$ cat src/rtl/definitions.sv
// rtl/definitions.sv - shared widths, opcode map and state encoding for the control path
package definitions;

    localparam int INSN_WIDTH = 9;
    localparam int DATA_WIDTH = 8;

    localparam int OP_MSB    = 8;
    localparam int OP_LSB    = 6;
    localparam int IMM_MSB   = 5;
    localparam int IMM_LSB   = 0;
    localparam int IMM_WIDTH = IMM_MSB - IMM_LSB + 1;

    localparam logic [2:0]           OP_JMP   = 3'b101;
    localparam logic [2:0]           OP_BRZ   = 3'b110;
    localparam logic [2:0]           OP_CTL   = 3'b111;
    localparam logic [IMM_WIDTH-1:0] HALT_IMM = 6'h3F;

    typedef enum logic [1:0] {
        BC_RUN    = 2'd0,
        BC_SQUASH = 2'd1,
        BC_HALTED = 2'd2
    } bc_state_t;

    function automatic logic [DATA_WIDTH-1:0] sext_imm(input logic [IMM_WIDTH-1:0] imm);
        return {{(DATA_WIDTH-IMM_WIDTH){imm[IMM_WIDTH-1]}}, imm};
    endfunction

endpackage

$ cat src/rtl/branch_control_sat_counter.sv
// rtl/branch_control_sat_counter.sv - up-counter that sticks at all-ones instead of wrapping
module sat_counter #(
    parameter int WIDTH = 16
) (
    input  logic             clk_i,
    input  logic             clr_i,
    input  logic             inc_i,
    output logic [WIDTH-1:0] count_o
);

    localparam logic [WIDTH-1:0] ONE = {{(WIDTH-1){1'b0}}, 1'b1};

    logic [WIDTH-1:0] count_q;
    logic [WIDTH-1:0] count_d;

    always_comb begin
        count_d = count_q;
        if (inc_i && (count_q != {WIDTH{1'b1}})) begin
            count_d = count_q + ONE;
        end
    end

    always_ff @(posedge clk_i) begin
        if (clr_i) begin
            count_q <= '0;
        end else begin
            count_q <= count_d;
        end
    end

    assign count_o = count_q;

endmodule

$ cat src/rtl/branch_control.sv
// rtl/branch_control.sv - decodes JMP/BRZ/HALT, issues registered redirect pulses and squashes the shadow slot
module branch_control
    import definitions::*;
#(
    parameter int INSN_WIDTH = definitions::INSN_WIDTH,
    parameter int DATA_WIDTH = definitions::DATA_WIDTH,
    parameter int CNT_WIDTH  = 16
) (
    input  logic                  _CLK,
    input  logic                  _reset,
    input  logic                  _run,
    input  logic [INSN_WIDTH-1:0] instruction,
    input  logic [DATA_WIDTH-1:0] _regData,
    input  logic                  _aluZero,
    input  logic                  _flagWrite,
    output logic                  _branchJump,
    output logic                  _relative,
    output logic [DATA_WIDTH-1:0] _destBranchJump,
    output logic                  _halt,
    output logic                  _squash,
    output logic [CNT_WIDTH-1:0]  takenCount
);

    bc_state_t             state_q, state_d;
    logic                  zflag_q, zflag_d;
    logic                  branch_jump_q, branch_jump_d;
    logic                  relative_q, relative_d;
    logic [DATA_WIDTH-1:0] dest_q, dest_d;
    logic                  halt_q, halt_d;
    logic                  squash_q, squash_d;

    logic [2:0]           opcode;
    logic [IMM_WIDTH-1:0] imm6;
    logic                 is_jmp;
    logic                 is_brz;
    logic                 is_halt;
    logic                 enter_squash;

    assign opcode  = instruction[OP_MSB:OP_LSB];
    assign imm6    = instruction[IMM_MSB:IMM_LSB];
    assign is_jmp  = (opcode == OP_JMP);
    assign is_brz  = (opcode == OP_BRZ);
    assign is_halt = (opcode == OP_CTL) && (imm6 == HALT_IMM);

    // BRZ sees the flag as registered before this edge, so a same-cycle write is not visible.
    always_comb begin
        state_d = state_q;
        if (_run) begin
            case (state_q)
                BC_RUN: begin
                    if (is_jmp || (is_brz && zflag_q)) begin
                        state_d = BC_SQUASH;
                    end else if (is_halt) begin
                        state_d = BC_HALTED;
                    end
                end
                BC_SQUASH: state_d = BC_RUN;
                BC_HALTED: state_d = BC_HALTED;
                default:   state_d = BC_RUN;
            endcase
        end
    end

    assign enter_squash = _run && (state_q == BC_RUN) && (state_d == BC_SQUASH);

    always_comb begin
        zflag_d       = zflag_q;
        branch_jump_d = 1'b0;
        squash_d      = 1'b0;
        relative_d    = relative_q;
        dest_d        = dest_q;
        halt_d        = (state_d == BC_HALTED);
        if (_run) begin
            branch_jump_d = (state_d == BC_SQUASH);
            squash_d      = (state_d != BC_RUN);
            relative_d    = enter_squash && is_brz;
            if (_flagWrite && (state_q != BC_HALTED)) begin
                zflag_d = _aluZero;
            end
        end
        if (enter_squash) begin
            dest_d = is_jmp ? _regData : DATA_WIDTH'(sext_imm(imm6));
        end
    end

    always_ff @(posedge _CLK) begin
        if (!_reset) begin
            state_q       <= BC_RUN;
            zflag_q       <= 1'b0;
            branch_jump_q <= 1'b0;
            relative_q    <= 1'b0;
            dest_q        <= '0;
            halt_q        <= 1'b0;
            squash_q      <= 1'b0;
        end else begin
            state_q       <= state_d;
            zflag_q       <= zflag_d;
            branch_jump_q <= branch_jump_d;
            relative_q    <= relative_d;
            dest_q        <= dest_d;
            halt_q        <= halt_d;
            squash_q      <= squash_d;
        end
    end

    sat_counter #(
        .WIDTH (CNT_WIDTH)
    ) u_taken_cnt (
        .clk_i   (_CLK),
        .clr_i   (!_reset),
        .inc_i   (enter_squash),
        .count_o (takenCount)
    );

    assign _branchJump     = branch_jump_q;
    assign _relative       = relative_q;
    assign _destBranchJump = dest_q;
    assign _halt           = halt_q;
    assign _squash         = squash_q;

endmodule

$ cat config.mk
export PLATFORM = sky130hd
export DESIGN_NAME = branch_control
export DESIGN_NICKNAME = d
export VERILOG_FILES = /design/src/rtl/definitions.sv /design/src/rtl/branch_control_sat_counter.sv /design/src/rtl/branch_control.sv
export SDC_FILE = /design/constraint.sdc
export NUM_CORES = 1
export LEC_CHECK = 0
export ABC_AREA = 1
export BUFFER_PORTS_ARGS = -buffer_cell sky130_fd_sc_hd__buf_2
export CORE_ASPECT_RATIO = 0.6
export CORE_MARGIN = 2
export CORE_UTILIZATION = 51
export CTS_CLUSTER_DIAMETER = 120
export DETAILED_ROUTE_END_ITERATION = 12
export GPL_TIMING_DRIVEN = 0
export PLACE_DENSITY = 0.79
export RECOVER_POWER = 25
export REMOVE_ABC_BUFFERS = 1
export SYNTH_ARGS = -nofsm -noshare
export SYNTH_HDL_FRONTEND = slang
export SYNTH_SLANG_ARGS = --single-unit
$ cat constraint.sdc
create_clock -name _CLK -period 1.6 [get_ports _CLK]
set_input_delay 0.08 -clock _CLK [delete_from_list [all_inputs] [get_ports _CLK]]
set_output_delay 0.08 -clock _CLK [all_outputs]
set_load 0.01 [all_outputs]
==> flow_summary.toml, run 1 <==
[clock_tree]
cts_hold_buf = 0
cts_tree = "built"
cts_buffer_depth = 2
cts_root_buf = "clkbuf_8"
clk_latency_ps = 270
clkTransAtPathRegs_ps = 60
cts.sinks = 31
htreeDepth = 2
cts_inserted_buffers = 5

[final_layout]
drive_above_1_share_pct = 23.0
fin_util_pct = 69.2
antenna_cells = 0
final_net_count = 328
syn2layout_area_growth_pct = 24.8

[synth]
synthTopCellsByArea = "dfxtp_1 38%, nand2_1 20%, a21oi_1 7.3%, nor2_1 6.1%, nand3_1 5.1%"
synthesis.area_um2 = 1650
synth_top_area_share_pct = 37.5
yosysWarnings = 0
yosysTopAreaCell = "dfxtp_1"
synth.avg_cell_area_um2 = 6.67
synth-seq-cells = 31
netlist_instances = 248
yosysSeqAreaShare_pct = 37.5
synth_cell_types = 28

[pwr]
vdd_drop_max_v = 0.000600
switching_share_pct = 24.5
intPower_w = 0.00113
power_density_nw_per_um2 = 722
power.switching_w = 0.000364
cellLeakagePower_nw = 0.877
p_clk_share_pct = 37.3
p_comb_share_pct = 9.6
power_frac_seq_pct = 53.1
power_w = 0.00149

[hold_path]
min_path_type = "input port to flop"

[global_route]
grt_pass1_wl_um = 6700
antenna_found_initial = 0
grt_max_degree = 26
track_usage_pct = 23.8
grt_pass1_vias = 1460
grt_overflow = 0

[run_status]
status = "finished, final reports clean"

[place]
portBuffers = 49
post-dp-hpwl_um = 2910
place.gp.congestion = 0.855

[sta]
final_max_slew_viol_count = 0
relSlewSlack_pct = 43.8
worst_pin_slew_ps = 842
rsz0062_at_grt = "no"
fmax_mhz = 661
clock_skew_ps = 3.30
setup_viol = 0
hold_viol_final = 0
period_minus_slack_ps = 1510
post-route-period-util_pct = 94.6

[route]
wl_met1_um = 2200
top_layer_used = "met4"
wl_per_cell_um = 12.7
dr_wl_met2_um = 1800
ant_nets = 0
drtIter0Drc = 132
routed-via-count = 1755
routed_via_density = 5.07
wl_met3_um = 368
wirelength_um = 4390
drtPass1Iterations = 5
drc_errors = 0

[setup_path]
worst-setup-path-type = "flop to flop"
required_ps = 1800
cp-start-kind = "flop"
path_max_fanout = 7
crit_arrival_ps = 1720
cp-end-kind = "flop"

[floorplan]
ios = 50
fp.dieH_um = 48.1
die_x_um = 77.5
start_util_pct = 55.4
die_area_um2 = 3730
placeableCoreArea_um2 = 2980
rows = 15

[flow_run]
maxCapViolations = 0
==> cell type report <==
cell class,instances,area (um^2)
multi-input combinational,193,971
fill,263,920
inverter,21,83.8
tap,42,52.6
clock buffer,6,72.6
sequential,31,623
timing repair buffer,53,262
==> cell families after synthesis <==
kind of cell	Yosys count	synth area share (%)
simple gates	150	40.4
compound gates	31	9.76
flops	31	37.5
buf+inv	26	6.81
xor+xnor	9	4.77
fa+ha+maj	1	0.756
==> synthesized netlist by cell type (all sizes together) <==
cell type,count
xor2,6
a22oi,1
and2,1
a21oi,25
nor3b,1
nor3,2
inv,20
xnor2,3
nor2,30
clkbuf,2
buf,3
ha,1
nand3,17
nand4,6
clkinv,1
or2,1
nand2,92
o21ai,5
dfxtp,31
==> final timing paths <==
check	from	end	slack [ps]	cells after the start
max	u_taken_cnt.count_o[12]$_SDFFE_PN0P_	u_taken_cnt.count_o[8]$_SDFFE_PN0P_	90	6
min	_reset	u_taken_cnt.count_o[0]$_SDFFE_PN0P_	90	3
max reg2reg	u_taken_cnt.count_o[12]$_SDFFE_PN0P_	u_taken_cnt.count_o[8]$_SDFFE_PN0P_	90	6
min reg2reg	_destBranchJump[7]$_SDFFE_PN0P_	_destBranchJump[7]$_SDFFE_PN0P_	460	2
==> registers in the layout, indices dropped and copies added, names as in the netlist <==
register / flops
state_q: 2
_relative: 1
_branchJump: 1
_destBranchJump: 8
_halt: 1
zflag_q: 1
_squash: 1
u_taken_cnt.count_o: 16
==> power by group through the flow <==
stage                     clock network, W  registers (W)   logic, W
final                             0.000555       0.000792   0.000143
after global routing              0.000590       0.000793   0.000162
after CTS                         0.000563       0.000791   0.000138
after detailed placement                 0       0.000808   0.000133
after global placement                   0       0.000808   0.000132
after floorplan                          0       0.000811  0.0000705
==> layout by cell type, fill, tap and decap left out, drive strengths merged <==
cell type | synthesis | final
dfxtp | 31 | 31
nand2 | 92 | 93
o21ai | 5 | 5
xor2 | 6 | 6
ha | 1 | 1
xnor2 | 3 | 3
clkbuf | 2 | 17
nor2 | 30 | 31
a21oi | 25 | 25
a22oi | 1 | 1
nor3b | 1 | 1
nand3 | 17 | 17
clkinv | 1 | 1
nor3 | 2 | 2
nand4 | 6 | 6
buf | 3 | 42
or2 | 1 | 1
and2 | 1 | 1
inv | 20 | 20
==> worst max-delay path: stages (launching register included) <==
cell and delay (ps):
dfxtp_1 420, inv_1 110, nor3_2 270, nand4_1 220
nand2_2 220, nand2_1 90, a21oi_2 110
==> through the flow <==
stage | instance area, um^2 | instances | worst slack (ps) | setup TNS, ps | hold WS [ps]
6_report | 2060 | 346 | 86.6 | 0 | 89.6
5_1_grt | 2060 | 346 | 11.5 | 0 | 120
4_1_cts | 2030 | 342 | 64.8 | 0 | 87.2
3_5_place_dp | 1920 | 334 | -178 | -2490 | 366
3_3_place_gp | 1920 | 334 | -139 | -1930 | 374
2_1_floorplan | 1630 | 243 | 32.3 | 0 | 201
==> per-layer routing <==
| metal | vias up | track usage (%) |
|---|---|---|
| li1 | 906 | - |
| met1 | 772 | 34.0 |
| met2 | 73 | 37.2 |
| met3 | 4 | 6.11 |
| met4 | 0 | 5.36 |
| met5 | - | 0 |
==> repair_timing <==
item	in CTS	in global routing
gates resized for setup	6	6
pin swaps	2	2
setup buffers	1	3
endpoints found under the setup margin	15	15
cloned	1	1
Note: power is estimated with default switching activity, not from simulation.
==> inputs of run 2 (changes only) <==
--- a/config.mk
+++ b/config.mk
@@ -9,11 +9,12 @@
 export BUFFER_PORTS_ARGS = -buffer_cell sky130_fd_sc_hd__buf_2
 export CORE_ASPECT_RATIO = 0.6
 export CORE_MARGIN = 2
-export CORE_UTILIZATION = 51
+export CORE_UTILIZATION = 46
 export CTS_CLUSTER_DIAMETER = 120
 export DETAILED_ROUTE_END_ITERATION = 12
 export GPL_TIMING_DRIVEN = 0
-export PLACE_DENSITY = 0.79
+export HOLD_SLACK_MARGIN = 0.15
+export PLACE_DENSITY = 0.75
 export RECOVER_POWER = 25
 export REMOVE_ABC_BUFFERS = 1
 export SYNTH_ARGS = -nofsm -noshare
==> constraint.sdc (replaced) <==
create_clock -name _CLK -period 1.3 [get_ports _CLK]
set_input_delay 0.065 -clock _CLK [delete_from_list [all_inputs] [get_ports _CLK]]
set_output_delay 0.065 -clock _CLK [all_outputs]
set_load 0.01 [all_outputs]
==> flow_summary.toml, run 2 (synthesis results as in run 1) <==
[route]
wirelength_um = 4950
wl_met1_um = 2470
dr_wl_met2_um = 2060
wl_per_cell_um = 13.2
routed_via_density = 5.01
drc_errors = 0
wl_met3_um = 385
top_layer_used = "met4"
ant_nets = 0
drtPass1Iterations = 4
routed-via-count = 1882
drtIter0Drc = 101

[run_status]
failed_checks = "negative setup slack"
status = "finished, violations left"

[sta]
worst_pin_slew_ps = 919
clock_skew_ps = 4.91
fmax_mhz = 706
relSlewSlack_pct = 38.7
post-route-period-util_pct = 109
setup_viol = 15
worst_slack_ps = -117
rsz0062_at_grt = "yes"
period_minus_slack_ps = 1420
whs_ps = 155
hold_viol_final = 0
final_max_slew_viol_count = 0
tns_ps = -915

[place]
post-dp-hpwl_um = 2880
place_inst = 337
place.gp.congestion = 0.823
portBuffers = 49

[setup_path]
path_cells = "ha_4, nand2_4, nor2_4, nand4_1, nand2_2, nand2_1, a21oi_2"
cp_slowest_stage_delay_ps = 360
r2r_end = "u_taken_cnt.count_o[7]$_SDFFE_PN0P_"
r2r_cells = 7
cp-end-kind = "flop"
cp-start-kind = "flop"
required_ps = 1500
r2r_slack_ps = -120
worst-setup-path-type = "flop to flop"
path_max_fanout = 7
timing.rr.start = "u_taken_cnt.count_o[1]$_SDFFE_PN0P_"
crit_arrival_ps = 1620
slowest_stage = "dfxtp_4"

[final_layout]
final_cell_mix = "79 x nand2_1, 41 x buf_2, 21 x nor2_1"
fin_util_pct = 73.8
instances_no_fill = 376
antenna_cells = 0
drive_above_1_share_pct = 37.2
final_common_cell = "nand2_1"
final_net_count = 353
syn2layout_area_growth_pct = 49.2
largest_register_ffs = 16

[pwr]
p_comb_share_pct = 12.0
intPower_w = 0.00143
switching_share_pct = 25.9
power_frac_seq_pct = 49.9
p_clk_share_pct = 38.1
cellLeakagePower_nw = 1.07
power_density_nw_per_um2 = 785
power_w = 0.00194
power.switching_w = 0.000501
vdd_drop_max_v = 0.000663

[floorplan]
die_area_um2 = 4110
fp.dieH_um = 50.5
die_x_um = 81.4
rows = 16
placeableCoreArea_um2 = 3340
start_util_pct = 49.5
ios = 50

[clock_tree]
cts.sinks = 31
clkTransAtPathRegs_ps = 70
cts_tree = "built"
cts_inserted_buffers = 5
cts_buffer_depth = 2
clk_latency_ps = 290
cts_root_buf = "clkbuf_8"
htreeDepth = 2

[flow_run]
maxCapViolations = 0

[hold_path]
holdPathStages = 5
min_path_type = "input port to flop"
hp-start = "_regData[5]"
hold_end = "_destBranchJump[5]$_SDFFE_PN0P_"

[global_route]
grt_pass1_wl_um = 7900
track_usage_pct = 25.8
grt_pass1_vias = 1714
antenna_found_initial = 0
grt_overflow = 0
grt_max_degree = 26
-- run 2: cell type report --
class	count	area, um^2
fill	255	876
clock inverter	1	5.00
multi-input combinational	193	1100
inverter	21	83.8
timing repair buffer	78	493
tap	45	56.3
sequential	31	652
clock buffer	7	76.3
-- run 2: what timing repair did --
action,in CTS,in global routing
hold buffers,13,0
buffers inserted,10,5
cloned,2,1
pin swaps,13,12
endpoints found under the hold margin,12,0
resized for setup,39,30
setup endpoints to repair,25,25
-- run 2: metrics by stage --
step | setup WS (ps) | cell area, um^2
after floorplan | -268 | 1630
after global placement | -424 | 1930
after detailed placement | -434 | 1930
after CTS | -70.0 | 2340
after global routing | -213 | 2470
final | -117 | 2470
-- run 2: worst max-delay path by stage --
stage / startpoint / end / slack, ps
after floorplan: u_taken_cnt.count_o[0]$_SDFFE_PN0P_ / u_taken_cnt.count_o[1]$_SDFFE_PN0P_ / -270
final: u_taken_cnt.count_o[1]$_SDFFE_PN0P_ / u_taken_cnt.count_o[7]$_SDFFE_PN0P_ / -120
after detailed placement: u_taken_cnt.count_o[0]$_SDFFE_PN0P_ / u_taken_cnt.count_o[8]$_SDFFE_PN0P_ / -430
after global placement: zflag_q$_SDFFE_PN0P_ / u_taken_cnt.count_o[8]$_SDFFE_PN0P_ / -420
after CTS: u_taken_cnt.count_o[1]$_SDFFE_PN0P_ / u_taken_cnt.count_o[5]$_SDFFE_PN0P_ / -70
after global routing: u_taken_cnt.count_o[4]$_SDFFE_PN0P_ / u_taken_cnt.count_o[7]$_SDFFE_PN0P_ / -210
-- run 2: routing by layer --
layer / GRT usage (%) / vias to the layer above
li1: - / 962
met1: 36.1 / 846
met2: 36.9 / 67
met3: 9.89 / 7
met4: 7.34 / 0
met5: 0 / -
-- run 2: power by group through the flow --
stage | sequential [W] | combinational, W | clock [W]
CTS | 0.000969 | 0.000214 | 0.000745
finish | 0.000966 | 0.000233 | 0.000737
floorplan | 0.000998 | 0.0000868 | 0
global placement | 0.000994 | 0.000163 | 0
global route | 0.000967 | 0.000259 | 0.000802
detailed placement | 0.000994 | 0.000164 | 0
-- run 2: worst max-delay path: cells and delay by family (launching register included) --
| kind | cells | cell delay [ps] |
|---|---|---|
| AOI/OAI and AO/OA | 1 | 130 |
| adders and majority gates | 1 | 150 |
| DFF | 1 | 360 |
| and+or+nand+nor | 5 | 690 |
==> inputs of run 3 (changes only) <==
--- a/config.mk
+++ b/config.mk
@@ -9,12 +9,13 @@
 export BUFFER_PORTS_ARGS = -buffer_cell sky130_fd_sc_hd__buf_2
 export CORE_ASPECT_RATIO = 0.6
 export CORE_MARGIN = 2
-export CORE_UTILIZATION = 46
+export CORE_UTILIZATION = 51
 export CTS_CLUSTER_DIAMETER = 120
+export CTS_CLUSTER_SIZE = 40
 export DETAILED_ROUTE_END_ITERATION = 12
 export GPL_TIMING_DRIVEN = 0
 export HOLD_SLACK_MARGIN = 0.15
-export PLACE_DENSITY = 0.75
+export PLACE_DENSITY = 0.79
 export RECOVER_POWER = 25
 export REMOVE_ABC_BUFFERS = 1
 export SYNTH_ARGS = -nofsm -noshare
==> constraint.sdc (replaced) <==
create_clock -name _CLK -period 1.4 [get_ports _CLK]
set_input_delay 0.07 -clock _CLK [delete_from_list [all_inputs] [get_ports _CLK]]
set_output_delay 0.07 -clock _CLK [all_outputs]
set_load 0.01 [all_outputs]
==> flow_summary.toml, run 3 (synthesis results as in run 1) <==
[run_status]
status = "finished, violations left"
failed_checks = "negative setup slack"

[sta]
final_max_slew_viol_count = 0
period_minus_slack_ps = 1480
setup_viol = 16
worst_pin_slew_ps = 845
hold_viol_final = 0
rsz0062_at_grt = "yes"
clock_skew_ps = 3.86
worst_slack_ps = -78.6
relSlewSlack_pct = 43.6
post-route-period-util_pct = 106
fmax_mhz = 676

[final_layout]
final_cell_mix = "83 x nand2_1, 40 x buf_2, 23 x a21oi_1"
drive_above_1_share_pct = 33.8
stdcell_area_um2 = 2340
final_common_cell = "nand2_1"
fin_util_pct = 78.4
antenna_cells = 0
instances_no_fill = 362
syn2layout_area_growth_pct = 41.5
final_net_count = 344
fillers = 203
largest_register_ffs = 16

[route]
wl_met3_um = 492
wl_met1_um = 2320
drtPass1Iterations = 5
dr_wl_met2_um = 2270
wirelength_um = 5190
routed_via_density = 5.36
wl_per_cell_um = 14.3
top_layer_used = "met4"
drtIter0Drc = 242
drc_errors = 0
ant_nets = 0
routed-via-count = 1941

[pwr]
intPower_w = 0.00131
p_clk_share_pct = 36.4
power_density_nw_per_um2 = 744
power.switching_w = 0.000436
switching_share_pct = 25.0
vdd_drop_max_v = 0.000748
cellLeakagePower_nw = 1.02
power_w = 0.00174
p_comb_share_pct = 11.9
power_frac_seq_pct = 51.7

[global_route]
grt_overflow = 0
grt_max_degree = 26
antenna_found_initial = 0
grt_pass1_wl_um = 7470
track_usage_pct = 26.8
grt_pass1_vias = 1620

[flow_run]
maxCapViolations = 0

[clock_tree]
cts_root_buf = "clkbuf_8"
clkTransAtPathRegs_ps = 60
cts_buffer_depth = 2
cts_inserted_buffers = 5
cts.sinks = 31
clk_latency_ps = 280
cts_tree = "built"
htreeDepth = 2

[setup_path]
path_max_fanout = 8
crit_arrival_ps = 1670
worst-setup-path-type = "flop to flop"
cp-start-kind = "flop"
required_ps = 1590
cp-end-kind = "flop"
r2r_cells = 6

[floorplan]
fp.dieH_um = 48.1
die_x_um = 77.5
ios = 50
rows = 15
placeableCoreArea_um2 = 2980
start_util_pct = 55.4
die_area_um2 = 3730

[place]
placed_area_um2 = 1920
portBuffers = 49
place.gp.congestion = 0.855
place_inst = 334
post-place-ws_ps = -378
post-dp-hpwl_um = 2910

[hold_path]
min_path_type = "input port to flop"
holdPathStages = 5
run 3: worst paths after layout:
| kind | startpoint | to | slack (ps) |
|---|---|---|---|
| min | _regData[0] | _destBranchJump[0]$_SDFFE_PN0P_ | 150 |
| max reg2reg | u_taken_cnt.count_o[11]$_SDFFE_PN0P_ | u_taken_cnt.count_o[5]$_SDFFE_PN0P_ | -80 |
| min reg2reg | _destBranchJump[7]$_SDFFE_PN0P_ | _destBranchJump[7]$_SDFFE_PN0P_ | 460 |
| max | u_taken_cnt.count_o[11]$_SDFFE_PN0P_ | u_taken_cnt.count_o[5]$_SDFFE_PN0P_ | -80 |
run 3: area by class of cell:
cell class | instances | area (um^2) | area share, %
Multi-Input combinational cell | 193 | 1070 | 45.6
Inverter | 21 | 83.8 | 3.58
Sequential cell | 31 | 647 | 27.6
Timing Repair Buffer | 69 | 417 | 17.8
Clock buffer | 6 | 72.6 | 3.10
Tap cell | 42 | 52.6 | 2.24
run 3: metal layers:
layer	GRT usage [%]	vias up
met3	7.78	17
met5	0	-
met4	8.57	0
met1	35.3	876
met2	44.5	110
li1	-	938
run 3: timing repair:
item	CTS	global route
cloned	2	0
setup endpoints to repair	25	28
gates resized for setup	32	25
pin swaps	12	11
setup buffers	9	4
hold endpoints to repair	9	0
hold buffers	7	0
run 3: per-stage QoR:
| step | TNS [ps] | hold slack (ps) |
|---|---|---|
| finish | -676 | 154 |
| global route | -1940 | 185 |
| CTS | -18.5 | 157 |
| detailed placement | -5600 | 356 |
| global placement | -4980 | 364 |
| floorplan | -1930 | 191 |
run 3: power by group through the flow:
| stage | combinational, W | sequential [W] | clock (W) |
|---|---|---|---|
| 6_report | 0.000207 | 0.000900 | 0.000635 |
| 5_1_grt | 0.000227 | 0.000901 | 0.000679 |
| 4_1_cts | 0.000188 | 0.000901 | 0.000643 |
| 3_5_place_dp | 0.000153 | 0.000924 | 0 |
| 3_3_place_gp | 0.000151 | 0.000923 | 0 |
| 2_1_floorplan | 0.0000806 | 0.000927 | 0 |
run 3: critical path, cell delays in order (launching register included):
cell,delay (ps)
dfxtp_1,430
nand2_1,160
nor2_1,150
nand4_1,220
nand2_4,220
nand2_1,70
a21oi_1,130
